===== src/rtl/pe_pkg.sv =====
// Shared types for the scratchpad PE: FSM states, config word layout and decode.
package pe_pkg;

    typedef enum logic [2:0] {
        IDLE,
        LOAD_F,
        LOAD_I,
        MAC,
        PSUM,
        DONE
    } pe_state_t;

    localparam int CFG_W      = 10;
    localparam int CFG_FC_BIT = 9;
    localparam int CFG_P_LSB  = 7;
    localparam int CFG_P_W    = 2;
    localparam int CFG_F_LSB  = 2;
    localparam int CFG_F_W    = 5;
    localparam int CFG_Q_LSB  = 0;
    localparam int CFG_Q_W    = 2;

    typedef struct packed {
        logic                 is_fc;
        logic [CFG_P_W-1:0]   p_m1;
        logic [CFG_F_W-1:0]   f_m1;
        logic [CFG_Q_W-1:0]   q_m1;
    } pe_cfg_t;

    // Fully-connected jobs only ever have a single output position.
    function automatic pe_cfg_t decode_cfg(input logic [CFG_W-1:0] raw);
        pe_cfg_t cfg;
        cfg.is_fc = raw[CFG_FC_BIT];
        cfg.p_m1  = raw[CFG_P_LSB +: CFG_P_W];
        cfg.f_m1  = raw[CFG_FC_BIT] ? '0 : raw[CFG_F_LSB +: CFG_F_W];
        cfg.q_m1  = raw[CFG_Q_LSB +: CFG_Q_W];
        return cfg;
    endfunction

endpackage


===== src/rtl/pe_spad_if.sv =====
// Valid/ready GLB/NoC bundle between the PE and its feeders/consumer.
interface pe_spad_if #(
    parameter int DATA_BITS = 32
);
    logic [DATA_BITS-1:0] filter;
    logic                 filter_valid;
    logic                 filter_ready;
    logic [DATA_BITS-1:0] ifmap;
    logic                 ifmap_valid;
    logic                 ifmap_ready;
    logic [DATA_BITS-1:0] ipsum;
    logic                 ipsum_valid;
    logic                 ipsum_ready;
    logic [DATA_BITS-1:0] opsum;
    logic                 opsum_valid;
    logic                 opsum_ready;

    modport slave (
        input  filter, filter_valid, ifmap, ifmap_valid, ipsum, ipsum_valid, opsum_ready,
        output filter_ready, ifmap_ready, ipsum_ready, opsum, opsum_valid
    );

    modport master (
        output filter, filter_valid, ifmap, ifmap_valid, ipsum, ipsum_valid, opsum_ready,
        input  filter_ready, ifmap_ready, ipsum_ready, opsum, opsum_valid
    );
endinterface


===== src/rtl/pe_spad_rf.sv =====
// Filter scratchpad: one synchronous write port, one combinational read port.
module pe_spad_rf #(
    parameter int DEPTH = 16,
    parameter int WIDTH = 8,
    parameter int AW    = $clog2(DEPTH)
) (
    input  logic             clk,
    input  logic             i_we,
    input  logic [AW-1:0]    i_waddr,
    input  logic [WIDTH-1:0] i_wdata,
    input  logic [AW-1:0]    i_raddr,
    output logic [WIDTH-1:0] o_rdata
);
    logic [WIDTH-1:0] r_mem [DEPTH];

    always_ff @(posedge clk) begin
        if (i_we) r_mem[i_waddr] <= i_wdata;
    end

    assign o_rdata = r_mem[i_raddr];
endmodule


===== src/rtl/pe_spad.sv =====
// Processing element holding p*q resident filters; each ifmap value is swept
// across all p filters, then merged with incoming psums per output position.
module pe_spad
    import pe_pkg::*;
#(
    parameter int DATA_BITS   = 32,
    parameter int IFMAP_BITS  = 8,
    parameter int FILTER_BITS = 8,
    parameter int PSUM_BITS   = 32,
    parameter int IFMAP_ZP    = 128,
    parameter int MAX_P       = 4,
    parameter int MAX_Q       = 4
) (
    input  logic             clk,
    input  logic             rst_n,
    input  logic             PE_en,
    input  logic [CFG_W-1:0] i_config,
    pe_spad_if.slave         pe_bus,
    output logic             done
);
    localparam int DEPTH = MAX_P * MAX_Q;
    localparam int AW    = $clog2(DEPTH);
    localparam int KW    = $clog2(MAX_P);
    localparam int KCW   = KW + 1;
    localparam int PW    = IFMAP_BITS + FILTER_BITS + 1;
    localparam logic [IFMAP_BITS:0] ZP_EXT = (IFMAP_BITS+1)'(IFMAP_ZP);

    pe_state_t r_state, w_next;
    pe_cfg_t   r_cfg;

    logic [KCW-1:0]            r_k;
    logic [CFG_Q_W-1:0]        r_c;
    logic [CFG_F_W-1:0]        r_pos;
    logic signed [IFMAP_BITS:0] r_x;
    logic [PSUM_BITS-1:0]      r_acc [MAX_P];
    logic [DATA_BITS-1:0]      r_opsum;
    logic                      r_opsum_valid;

    logic                      w_filter_fire, w_ifmap_fire, w_ipsum_fire, w_opsum_fire;
    logic                      w_k_last, w_c_last, w_pos_last, w_psum_all, w_drain;
    logic [KCW-1:0]            w_p_count;
    logic [KW-1:0]             w_kidx;
    logic [AW-1:0]             w_addr;
    logic signed [FILTER_BITS-1:0] w_weight;
    logic signed [PW-1:0]      w_prod;
    logic [PSUM_BITS-1:0]      w_prod_ext;
    logic [PSUM_BITS-1:0]      w_sum;
    logic                      w_unused;

    assign w_p_count  = KCW'(r_cfg.p_m1) + KCW'(1);
    assign w_kidx     = r_k[KW-1:0];
    assign w_k_last   = (r_k == KCW'(r_cfg.p_m1));
    assign w_c_last   = (r_c == r_cfg.q_m1);
    assign w_pos_last = (r_pos == r_cfg.f_m1);
    assign w_psum_all = (r_k == w_p_count);

    // Filters are k-major, so the same address serves loading and MAC.
    assign w_addr = AW'(r_k) * AW'({1'b0, r_cfg.q_m1} + 3'd1) + AW'(r_c);

    assign pe_bus.filter_ready = (r_state == LOAD_F);
    assign pe_bus.ifmap_ready  = (r_state == LOAD_I);
    assign pe_bus.ipsum_ready  = (r_state == PSUM) && !w_psum_all
                                 && (!r_opsum_valid || pe_bus.opsum_ready);
    assign pe_bus.opsum        = r_opsum;
    assign pe_bus.opsum_valid  = r_opsum_valid;
    assign done                = (r_state == DONE);

    assign w_filter_fire = pe_bus.filter_valid && pe_bus.filter_ready;
    assign w_ifmap_fire  = pe_bus.ifmap_valid  && pe_bus.ifmap_ready;
    assign w_ipsum_fire  = pe_bus.ipsum_valid  && pe_bus.ipsum_ready;
    assign w_opsum_fire  = r_opsum_valid && pe_bus.opsum_ready;
    assign w_drain       = (r_state == PSUM) && w_psum_all && w_opsum_fire;

    assign w_prod     = PW'(r_x) * PW'(w_weight);
    assign w_prod_ext = PSUM_BITS'(w_prod);
    assign w_sum      = pe_bus.ipsum[PSUM_BITS-1:0] + r_acc[w_kidx];
    assign w_unused   = ^{pe_bus.ifmap[DATA_BITS-1:IFMAP_BITS],
                          pe_bus.filter[DATA_BITS-1:FILTER_BITS], r_cfg.is_fc};

    pe_spad_rf #(
        .DEPTH (DEPTH),
        .WIDTH (FILTER_BITS)
    ) u_rf (
        .clk     (clk),
        .i_we    (w_filter_fire),
        .i_waddr (w_addr),
        .i_wdata (pe_bus.filter[FILTER_BITS-1:0]),
        .i_raddr (w_addr),
        .o_rdata (w_weight)
    );

    always_ff @(posedge clk or negedge rst_n) begin
        if (!rst_n) r_state <= IDLE;
        else        r_state <= w_next;
    end

    always_comb begin
        w_next = r_state;
        case (r_state)
            IDLE:    if (PE_en) w_next = LOAD_F;
            LOAD_F:  if (w_filter_fire && w_k_last && w_c_last) w_next = LOAD_I;
            LOAD_I:  if (w_ifmap_fire) w_next = MAC;
            MAC:     if (w_k_last) w_next = w_c_last ? PSUM : LOAD_I;
            PSUM:    if (w_drain) w_next = w_pos_last ? DONE : LOAD_I;
            DONE:    w_next = IDLE;
            default: w_next = IDLE;
        endcase
    end

    always_ff @(posedge clk or negedge rst_n) begin
        if (!rst_n) begin
            r_cfg         <= '0;
            r_k           <= '0;
            r_c           <= '0;
            r_pos         <= '0;
            r_x           <= '0;
            r_opsum       <= '0;
            r_opsum_valid <= 1'b0;
            for (int i = 0; i < MAX_P; i++) r_acc[i] <= '0;
        end else begin
            case (r_state)
                IDLE: if (PE_en) begin
                    r_cfg <= decode_cfg(i_config);
                    r_k   <= '0;
                    r_c   <= '0;
                    r_pos <= '0;
                    for (int i = 0; i < MAX_P; i++) r_acc[i] <= '0;
                end
                LOAD_F: if (w_filter_fire) begin
                    if (w_c_last) begin
                        r_c <= '0;
                        r_k <= w_k_last ? '0 : r_k + KCW'(1);
                    end else begin
                        r_c <= r_c + 2'd1;
                    end
                end
                LOAD_I: if (w_ifmap_fire)
                    r_x <= $signed({1'b0, pe_bus.ifmap[IFMAP_BITS-1:0]} - ZP_EXT);
                MAC: begin
                    r_acc[w_kidx] <= r_acc[w_kidx] + w_prod_ext;
                    if (w_k_last) begin
                        r_k <= '0;
                        r_c <= w_c_last ? '0 : r_c + 2'd1;
                    end else begin
                        r_k <= r_k + KCW'(1);
                    end
                end
                PSUM: begin
                    // A new ipsum may refill opsum in the same cycle the old one leaves.
                    if (w_ipsum_fire) begin
                        r_opsum       <= DATA_BITS'($signed(w_sum));
                        r_opsum_valid <= 1'b1;
                        r_k           <= r_k + KCW'(1);
                    end else if (w_opsum_fire) begin
                        r_opsum_valid <= 1'b0;
                    end
                    if (w_drain) begin
                        r_k   <= '0;
                        r_pos <= r_pos + 5'd1;
                        for (int i = 0; i < MAX_P; i++) r_acc[i] <= '0;
                    end
                end
                default: ;
            endcase
        end
    end
endmodule

===== src/flat_wrapper.sv =====
// flat-port wrapper written by rule: the top's interface ports become plain ports
module pe_spad_flat import pe_pkg::*;
#(
    parameter int DATA_BITS   = 32,
    parameter int IFMAP_BITS  = 8,
    parameter int FILTER_BITS = 8,
    parameter int PSUM_BITS   = 32,
    parameter int IFMAP_ZP    = 128,
    parameter int MAX_P       = 4,
    parameter int MAX_Q       = 4
)
  (clk, rst_n, PE_en, i_config, done, pe_bus_filter, pe_bus_filter_valid, pe_bus_ifmap, pe_bus_ifmap_valid, pe_bus_ipsum, pe_bus_ipsum_valid, pe_bus_opsum_ready, pe_bus_filter_ready, pe_bus_ifmap_ready, pe_bus_ipsum_ready, pe_bus_opsum, pe_bus_opsum_valid);
  pe_spad_if #(.DATA_BITS(DATA_BITS)) pe_bus_i ();
  input  logic clk;
  input  logic rst_n;
  input  logic PE_en;
  input  logic [CFG_W-1:0] i_config;
  output logic done;
  input wire logic [$bits(pe_bus_i.filter)-1:0] pe_bus_filter;
  input wire logic [$bits(pe_bus_i.filter_valid)-1:0] pe_bus_filter_valid;
  input wire logic [$bits(pe_bus_i.ifmap)-1:0] pe_bus_ifmap;
  input wire logic [$bits(pe_bus_i.ifmap_valid)-1:0] pe_bus_ifmap_valid;
  input wire logic [$bits(pe_bus_i.ipsum)-1:0] pe_bus_ipsum;
  input wire logic [$bits(pe_bus_i.ipsum_valid)-1:0] pe_bus_ipsum_valid;
  input wire logic [$bits(pe_bus_i.opsum_ready)-1:0] pe_bus_opsum_ready;
  output wire logic [$bits(pe_bus_i.filter_ready)-1:0] pe_bus_filter_ready;
  output wire logic [$bits(pe_bus_i.ifmap_ready)-1:0] pe_bus_ifmap_ready;
  output wire logic [$bits(pe_bus_i.ipsum_ready)-1:0] pe_bus_ipsum_ready;
  output wire logic [$bits(pe_bus_i.opsum)-1:0] pe_bus_opsum;
  output wire logic [$bits(pe_bus_i.opsum_valid)-1:0] pe_bus_opsum_valid;
  assign pe_bus_i.filter = pe_bus_filter;
  assign pe_bus_i.filter_valid = pe_bus_filter_valid;
  assign pe_bus_i.ifmap = pe_bus_ifmap;
  assign pe_bus_i.ifmap_valid = pe_bus_ifmap_valid;
  assign pe_bus_i.ipsum = pe_bus_ipsum;
  assign pe_bus_i.ipsum_valid = pe_bus_ipsum_valid;
  assign pe_bus_i.opsum_ready = pe_bus_opsum_ready;
  assign pe_bus_filter_ready = pe_bus_i.filter_ready;
  assign pe_bus_ifmap_ready = pe_bus_i.ifmap_ready;
  assign pe_bus_ipsum_ready = pe_bus_i.ipsum_ready;
  assign pe_bus_opsum = pe_bus_i.opsum;
  assign pe_bus_opsum_valid = pe_bus_i.opsum_valid;
  pe_spad #(.DATA_BITS(DATA_BITS), .IFMAP_BITS(IFMAP_BITS), .FILTER_BITS(FILTER_BITS), .PSUM_BITS(PSUM_BITS), .IFMAP_ZP(IFMAP_ZP), .MAX_P(MAX_P), .MAX_Q(MAX_Q)) u_core (.clk(clk), .rst_n(rst_n), .PE_en(PE_en), .i_config(i_config), .pe_bus(pe_bus_i), .done(done));
endmodule

===== config.mk =====
export PLATFORM = sky130hd
export DESIGN_NAME = pe_spad_flat
export DESIGN_NICKNAME = d
export VERILOG_FILES = /design/src/rtl/pe_pkg.sv /design/src/rtl/pe_spad_if.sv /design/src/rtl/pe_spad_rf.sv /design/src/rtl/pe_spad.sv /design/src/flat_wrapper.sv
export SDC_FILE = /design/constraint.sdc
export NUM_CORES = 1
export LEC_CHECK = 0
export BUFFER_PORTS_ARGS = -buffer_cell sky130_fd_sc_hd__buf_4
export CORE_ASPECT_RATIO = 1.1
export CORE_MARGIN = 3
export CORE_UTILIZATION = 49
export DETAILED_ROUTE_END_ITERATION = 8
export PLACE_DENSITY = 0.69
export SYNTH_ARGS = -nofsm -noshare
export SYNTH_HDL_FRONTEND = slang
export SYNTH_SLANG_ARGS = --single-unit

===== constraint.sdc =====
create_clock -name clk -period 23 [get_ports clk]
set_input_delay 1.15 -clock clk [delete_from_list [all_inputs] [get_ports clk]]
set_output_delay 1.15 -clock clk [all_outputs]
set_load 0.01 [all_outputs]

==> summary.log, run 1 <==
[global_route] total congestion overflow after global routing 0
[critical_path] arrival time reported for the critical path endpoint 10.92 ns
[synthesis] simple-gate portion of the synthesized area 10.2%
[global_route] number of global-route vias before repair 13975
[sta] number of hold violations in the final report 0
[global_route] antenna violations before repair 0
[finish] Area Growth Syn to Fin 12.6%
[clock_tree] Num CTS Buffers 37
[sta] final critical delay including setup and external delays 10.53 ns
[synthesis] most frequently used flop master after synthesis sky130_fd_sc_hd__dfrtp_1
[route] number of nets with antenna violations after detailed routing 0
[route] Via Count 13530
[synthesis] count of different cell masters after synthesis 79
[status] status completed
[finish] post-route cell area 21700 um^2
[clock_tree] count of instances resized after the clock tree is built 0
[synthesis] mux contribution to synthesized area 9.34%
[clock_tree] hold_buf cts 0
[synthesis] leading area contributor after synthesis sky130_fd_sc_hd__dfrtp_1
[synthesis] number of enable flip-flop cells after synthesis 128
[placed_design] Post-Place Cells 2211
[clock_tree] Num Clock Sinks 319
[route] number of design rule violations left after detail routing 0
[global_route] pin count of the biggest net entering global routing 120
[floorplan] IO Pins 150
[synthesis] compound-gate portion of the synthesized area 14.5%
[placed_design] count of input and output buffers 101
[synthesis] Post-Syn Nets 1946
[sta] RSZ-0062 raised after global routing false
[finish] fraction of final layout cells sized beyond drive strength 1 16.3%
[floorplan] die boundary height 214 um
[clock_tree] Worst-path clk slew 0.06 ns
[critical_path] maximum fanout count along the critical path 38
[synthesis] share of the yosys chip area belonging to registers 44.7%
[global_route] wire length of the first global-routing pass 73.3 mm
[synthesis] Synth Area in XOR/XNOR 3.64%
[floorplan] area enclosed by the die boundary 41800 um^2
[floorplan] width of the die 195 um
[synthesis] Async S/R FF share, synth 59.9%
[placed_design] placer congestion estimate 0.917
[sta] count of pins over their slew limit 0
[synthesis] top cells by count, synth 191 x sky130_fd_sc_hd__dfrtp_1, 157 x sky130_fd_sc_hd__nand2_1, 128 x sky130_fd_sc_hd__edfxtp_1, 126 x sky130_fd_sc_hd__inv_1, 106 x sky130_fd_sc_hd__a22o_1
[synthesis] synthesized cell area 19300 um^2
[critical_path] worst-path cell with the longest stage delay sky130_fd_sc_hd__mux4_2
[clock_tree] Max H-tree Level 2
[route] number of iterations in the first detailed-routing pass 6
[critical_path] Crit path largest cell delay 0.68 ns
[synthesis] count leader, synth sky130_fd_sc_hd__dfrtp_1
[route] number of design-rule violations left by the first detailed-router iteration 870
[critical_path] startpoint kind of the worst setup timing path flop
[synthesis] flip-flop and latch count after synthesis 319
[clock_tree] CTS Buffer Depth 3
[global_route] Total Routing Usage GR 21.6%
[finish] final standard cell utilization of the core 56.4%
[clock_tree] total setup buffers inserted after CTS 0
[sta] worst slew margin relative to its limit 22.6%
[sta] Final period util 45.8%
[clock_tree] CTS tree yes
[synthesis] dominant combinational cell family by area after synthesis compound AO/OA/AOI/OAI gates
[sta] Clock Skews 0.0229 ns
[finish] number of cells in the finished layout apart from fillers 2279
[clock_tree] clk root buf sky130_fd_sc_hd__clkbuf_16
[critical_path] required time of the critical path 23.40 ns
[route] via density per instance 5.94
[synthesis] post-synthesis instance total 1665
[synthesis] top area cells in the synthesized netlist sky130_fd_sc_hd__dfrtp_1 25%, sky130_fd_sc_hd__edfxtp_1 20%, sky130_fd_sc_hd__mux4_2 8.4%
[sta] Peak Freq 95.0 MHz
[floorplan] Core Area 38500 um^2
[route] final routed wire length divided by cell count 19.6 um
[synthesis] area share of the largest cell type after synthesis 24.8%
[finish] Ant. Diodes 0
[sta] final total negative setup slack 0 ns
[placed_design] placed cell area 20500 um^2
[synthesis] total number of yosys warnings 0
[placed_design] final HPWL from detailed placement 30.8 mm
[synthesis] Avg Synthesized Cell Area 11.6 um^2
[synthesis] post-synthesis share of cell area spent on full adders, half adders and majority gates 13.4%
[floorplan] starting utilization of the core area 50.1%
[route] final WL 44.8 mm
[run] maxcap violations 0
[hold_path] worst hold path class reg -> reg
[sta] Setup violations, final 0
[clock_tree] clock latency on the worst-skew pair 0.56 ns
[sta] Worst Tran Pin Value 1.16 ns
[critical_path] critical path capture point type flop
[finish] Net count, final 2031
[critical_path] Top cell by count, worst path sky130_fd_sc_hd__inv_1
[floorplan] total number of placement rows 75
[critical_path] path type of the worst setup path reg -> reg
## worst max-delay path: cells and delay by family, from the launching register on
family                   cells  cell delay (ns)
AO/OA/AOI/OAI               10             2.91
flip-flops                   1             0.36
multiplexers                 1             0.68
XOR/XNOR                     3             0.76
buffers and inverters        8             1.33
AND/OR/NAND/NOR              5             0.69
adder cells (fa/ha/maj)      9             3.61
## per-stage QoR
step / hold WS (ns) / setup slack (ns)
after CTS: 0.480 / 12.39
after global routing: 0.499 / 11.78
after global placement: 0.456 / 12.59
final: 0.476 / 12.47
after detailed placement: 0.466 / 12.45
after floorplan: 0.443 / 13.00
## path summary, 6_finish.rpt
| kind | from | end | slack, ns | cells past startpoint |
|---|---|---|---|---|
| max in group asynchronous | rst_n | u_core.r_acc[106]$_DFFE_PN0P_ | 20.77 | 2 |
| max | u_core.r_k[0]$_DFFE_PN0P_ | u_core.r_acc[92]$_DFFE_PN0P_ | 12.47 | 36 |
| min | u_core.pe_bus.opsum[31]$_DFFE_PN0P_ | u_core.pe_bus.opsum[31]$_DFFE_PN0P_ | 0.48 | 2 |
| min in group asynchronous | rst_n | u_core.pe_bus.opsum[2]$_DFFE_PN0P_ | 0.74 | 1 |
| max reg2reg | u_core.r_k[0]$_DFFE_PN0P_ | u_core.r_acc[92]$_DFFE_PN0P_ | 12.47 | 36 |
| min reg2reg | u_core.pe_bus.opsum[31]$_DFFE_PN0P_ | u_core.pe_bus.opsum[31]$_DFFE_PN0P_ | 0.48 | 2 |
## kinds of logic (layout without fill, tap and decap cells)
logic type	count (synthesis)	after routing
and+or+nand+nor	409	409
adders and majority gates	168	168
buffers and inverters	197	311
DFF	319	319
xor gates and xnor gates	80	80
muxes	88	88
AOI/OAI and AO/OA	404	404
## registers in the layout, summed over array words and instances (netlist names), 3 cells and up
signal	flops
u_core.pe_bus.opsum	32
u_core.r_acc	128
u_core.r_cfg	9
u_core.r_k	3
u_core.r_pos	5
u_core.r_state	3
u_core.r_x	8
u_core.u_rf.r_mem	128
## area by class of cell
class                   count  area [um^2]
fillers                  3210        16800
multi-input cells        1149         9870
flip-flops and latches    319         8630
clock buffers              46          990
repair buffers            116          877
well taps                 500          626
inverters                 127          477
clock inverters            22          246
## cell usage in the layout (no fill, tap or decap), types with 63 or more instances in the layout
| master | n |
|---|---|
| sky130_fd_sc_hd__mux4_2 | 72 |
| sky130_fd_sc_hd__ha_1 | 104 |
| sky130_fd_sc_hd__nand2_1 | 156 |
| sky130_fd_sc_hd__fa_1 | 63 |
| sky130_fd_sc_hd__edfxtp_1 | 128 |
| sky130_fd_sc_hd__inv_1 | 126 |
| sky130_fd_sc_hd__buf_4 | 115 |
| sky130_fd_sc_hd__dfrtp_1 | 189 |
| sky130_fd_sc_hd__a22o_1 | 106 |
| sky130_fd_sc_hd__nor2_1 | 83 |
| sky130_fd_sc_hd__a21oi_1 | 74 |
| sky130_fd_sc_hd__o21ai_0 | 89 |
## layer usage
metal  up-vias  part of all wire, %  track usage, %
met1      6792                   43            29.4
met2       425                   49            36.2
met5         -                    0               0
met3        70                  6.0            3.84
met4         0                  1.8            5.18
li1       6243                    -               -
Power of run 1 is left out: the tool's default activity adds up to more than one toggle a clock period on the data nets, which glitch-free logic cannot reach.
==> run 2: changes to the inputs <==
clock period = 9.77 ns   (was 23 ns; I/O delays follow)
==> summary.log, run 2 (synthesized netlist as in run 1, its figures left out) <==
[status] status completed [unchanged]
[sta] number of hold violations in the final report 0 [unchanged]
[finish] number of cells in the finished layout apart from fillers 2300 [was 2279]
[critical_path] path type of the worst setup path reg -> reg [unchanged]
[floorplan] total number of placement rows 75 [unchanged]
[global_route] wire length of the first global-routing pass 72.7 mm [was 73.3 mm]
[route] number of iterations in the first detailed-routing pass 6 [unchanged]
[run] maxcap violations 0 [unchanged]
[sta] final worst setup slack 0.410 ns [was 12.47 ns]
[placed_design] Post-Place Cells 2225 [was 2211]
[floorplan] area enclosed by the die boundary 41800 um^2 [unchanged]
[sta] count of pins over their slew limit 0 [unchanged]
[placed_design] placer congestion estimate 0.904 [was 0.917]
[route] number of nets with antenna violations after detailed routing 0 [unchanged]
[clock_tree] Worst-path clk slew 0.06 ns [about the same]
[placed_design] final HPWL from detailed placement 30.7 mm [was 30.8 mm]
[route] number of design-rule violations left by the first detailed-router iteration 1070 [was 870]
[sta] final critical delay including setup and external delays 9.36 ns [was 10.53 ns]
[clock_tree] clk root buf sky130_fd_sc_hd__clkbuf_16 [unchanged]
[floorplan] width of the die 195 um [unchanged]
[sta] final total negative setup slack 0 ns [unchanged]
[floorplan] Core Area 38500 um^2 [unchanged]
[critical_path] arrival time reported for the critical path endpoint 9.79 ns [was 10.92 ns]
[critical_path] critical path capture point type flop [unchanged]
[critical_path] startpoint kind of the worst setup timing path flop [unchanged]
[clock_tree] CTS Buffer Depth 3 [unchanged]
[placed_design] count of input and output buffers 101 [unchanged]
[sta] Peak Freq 107 MHz [was 95.0 MHz]
[critical_path] Crit path largest cell delay 0.55 ns [was 0.68 ns]
[route] number of design rule violations left after detail routing 0 [unchanged]
[clock_tree] Num Clock Sinks 319 [unchanged]
[route] via density per instance 5.97 [was 5.94]
[global_route] pin count of the biggest net entering global routing 119 [was 120]
[global_route] total congestion overflow after global routing 0 [unchanged]
[route] final routed wire length divided by cell count 19.6 um [about the same]
[critical_path] critical path buffer and inverter count 10 [was 8]
[placed_design] post-placement worst setup slack 0.0894 ns [was 12.45 ns]
[floorplan] IO Pins 150 [unchanged]
[global_route] Total Routing Usage GR 21.3% [was 21.6%]
[critical_path] required time of the critical path 10.20 ns [was 23.40 ns]
[critical_path] maximum fanout count along the critical path 8 [was 38]
[global_route] number of global-route vias before repair 13926 [was 13975]
[route] Via Count 13739 [was 13530]
[sta] Final period util 95.8% [was 45.8%]
[sta] Post-Route Hold Slack 0.00207 ns [was 0.476 ns]
[sta] Worst Tran Pin Value 1.02 ns [was 1.16 ns]
[finish] Net count, final 2057 [was 2031]
[finish] Area Growth Syn to Fin 15.0% [was 12.6%]
[sta] RSZ-0062 raised after global routing false [unchanged]
[global_route] antenna violations before repair 0 [unchanged]
[hold_path] worst hold path class in -> async [was reg -> reg]
[finish] fraction of final layout cells sized beyond drive strength 1 19.2% [was 16.3%]
[finish] commonest non-fill, non-tap cells in the layout 189 x sky130_fd_sc_hd__dfrtp_1, 155 x sky130_fd_sc_hd__nand2_1, 134 x sky130_fd_sc_hd__buf_4 [was 189 x sky130_fd_sc_hd__dfrtp_1, 156 x sky130_fd_sc_hd__nand2_1, 128 x sky130_fd_sc_hd__edfxtp_1]
[clock_tree] clock latency on the worst-skew pair 0.54 ns [was 0.56 ns]
[finish] commonest non-fill, non-tap cell in the layout sky130_fd_sc_hd__dfrtp_1 [unchanged]
[clock_tree] Num CTS Buffers 36 [was 37]
[clock_tree] CTS tree yes [unchanged]
[sta] worst slew margin relative to its limit 31.8% [was 22.6%]
[critical_path] CP top delay family adder cells [unchanged]
[critical_path] worst-path cell with the longest stage delay sky130_fd_sc_hd__mux4_2 [unchanged]
[finish] Ant. Diodes 0 [unchanged]
[clock_tree] Max H-tree Level 2 [unchanged]
[floorplan] starting utilization of the core area 50.1% [unchanged]
[floorplan] die boundary height 214 um [unchanged]
[sta] Setup violations, final 0 [unchanged]
[route] final WL 45.2 mm [was 44.8 mm]
[sta] Clock Skews 0.0172 ns [was 0.0229 ns]
run 2: cell count changes in the layout (fill, tap and decap cells not counted), moves of 3 or more:
cell                        change
sky130_fd_sc_hd__a21oi_1        -7
sky130_fd_sc_hd__a21oi_2        +6
sky130_fd_sc_hd__buf_12         +5
sky130_fd_sc_hd__buf_4         +19
sky130_fd_sc_hd__bufinv_16      -3
sky130_fd_sc_hd__clkinv_2       -3
sky130_fd_sc_hd__ha_1          -10
sky130_fd_sc_hd__ha_4           +9
sky130_fd_sc_hd__o21ai_0        -7
sky130_fd_sc_hd__o21ai_1        +5
sky130_fd_sc_hd__xor2_1         -3
sky130_fd_sc_hd__xor2_2         +3
run 2: metal layers:
layer  routed length, um  GRT usage (%)  part of all wire, %
met4                 873           5.18                  1.9
met3                2610           3.35                  5.8
met2               22300           35.7                   49
met1               19400           29.3                   43
met5                   0              0                    0
run 2: final cells by class:
type / count / area [um^2]
fillers: 3136 / 16300
multi-input cells: 1149 / 10100
flip-flops and latches: 319 / 8630
repair buffers: 143 / 1180
clock buffers: 45 / 965
well taps: 500 / 626
inverters: 127 / 477
clock inverters: 17 / 176
run 2: final timing paths:
check	cells after the start	slack (ns)	from	endpoint
min reg2reg	2	0.48	u_core.r_acc[12]$_DFFE_PN0P_	u_core.r_acc[12]$_DFFE_PN0P_
max	39	0.41	u_core.r_cfg[1]$_DFFE_PN0P_	u_core.r_acc[61]$_DFFE_PN0P_
max in group asynchronous	2	8.02	rst_n	u_core.r_k[0]$_DFFE_PN0P_
max reg2reg	39	0.41	u_core.r_cfg[1]$_DFFE_PN0P_	u_core.r_acc[61]$_DFFE_PN0P_
min	1	0.002	rst_n	u_core.pe_bus.opsum[27]$_DFFE_PN0P_
min in group clk	2	0.12	pe_bus_ifmap[7]	u_core.r_x[7]$_DFFE_PN0P_
run 2: what timing repair did:
item | 4_1_cts | 5_1_grt
setup buffers | 0 | 11
gates resized for setup | 0 | 52
endpoints found under the setup margin | 0 | 52
hold buffers | 0 | 0
run 2: stage by stage:
step                      instance area, um^2  utilization [%]
after floorplan                         19300                -
after global placement                  20600             53.6
after detailed placement                20600             53.6
after CTS                               21800             56.6
after global routing                    22200             57.6
final                                   22200             57.6
Power of run 2 is left out for the same reason.
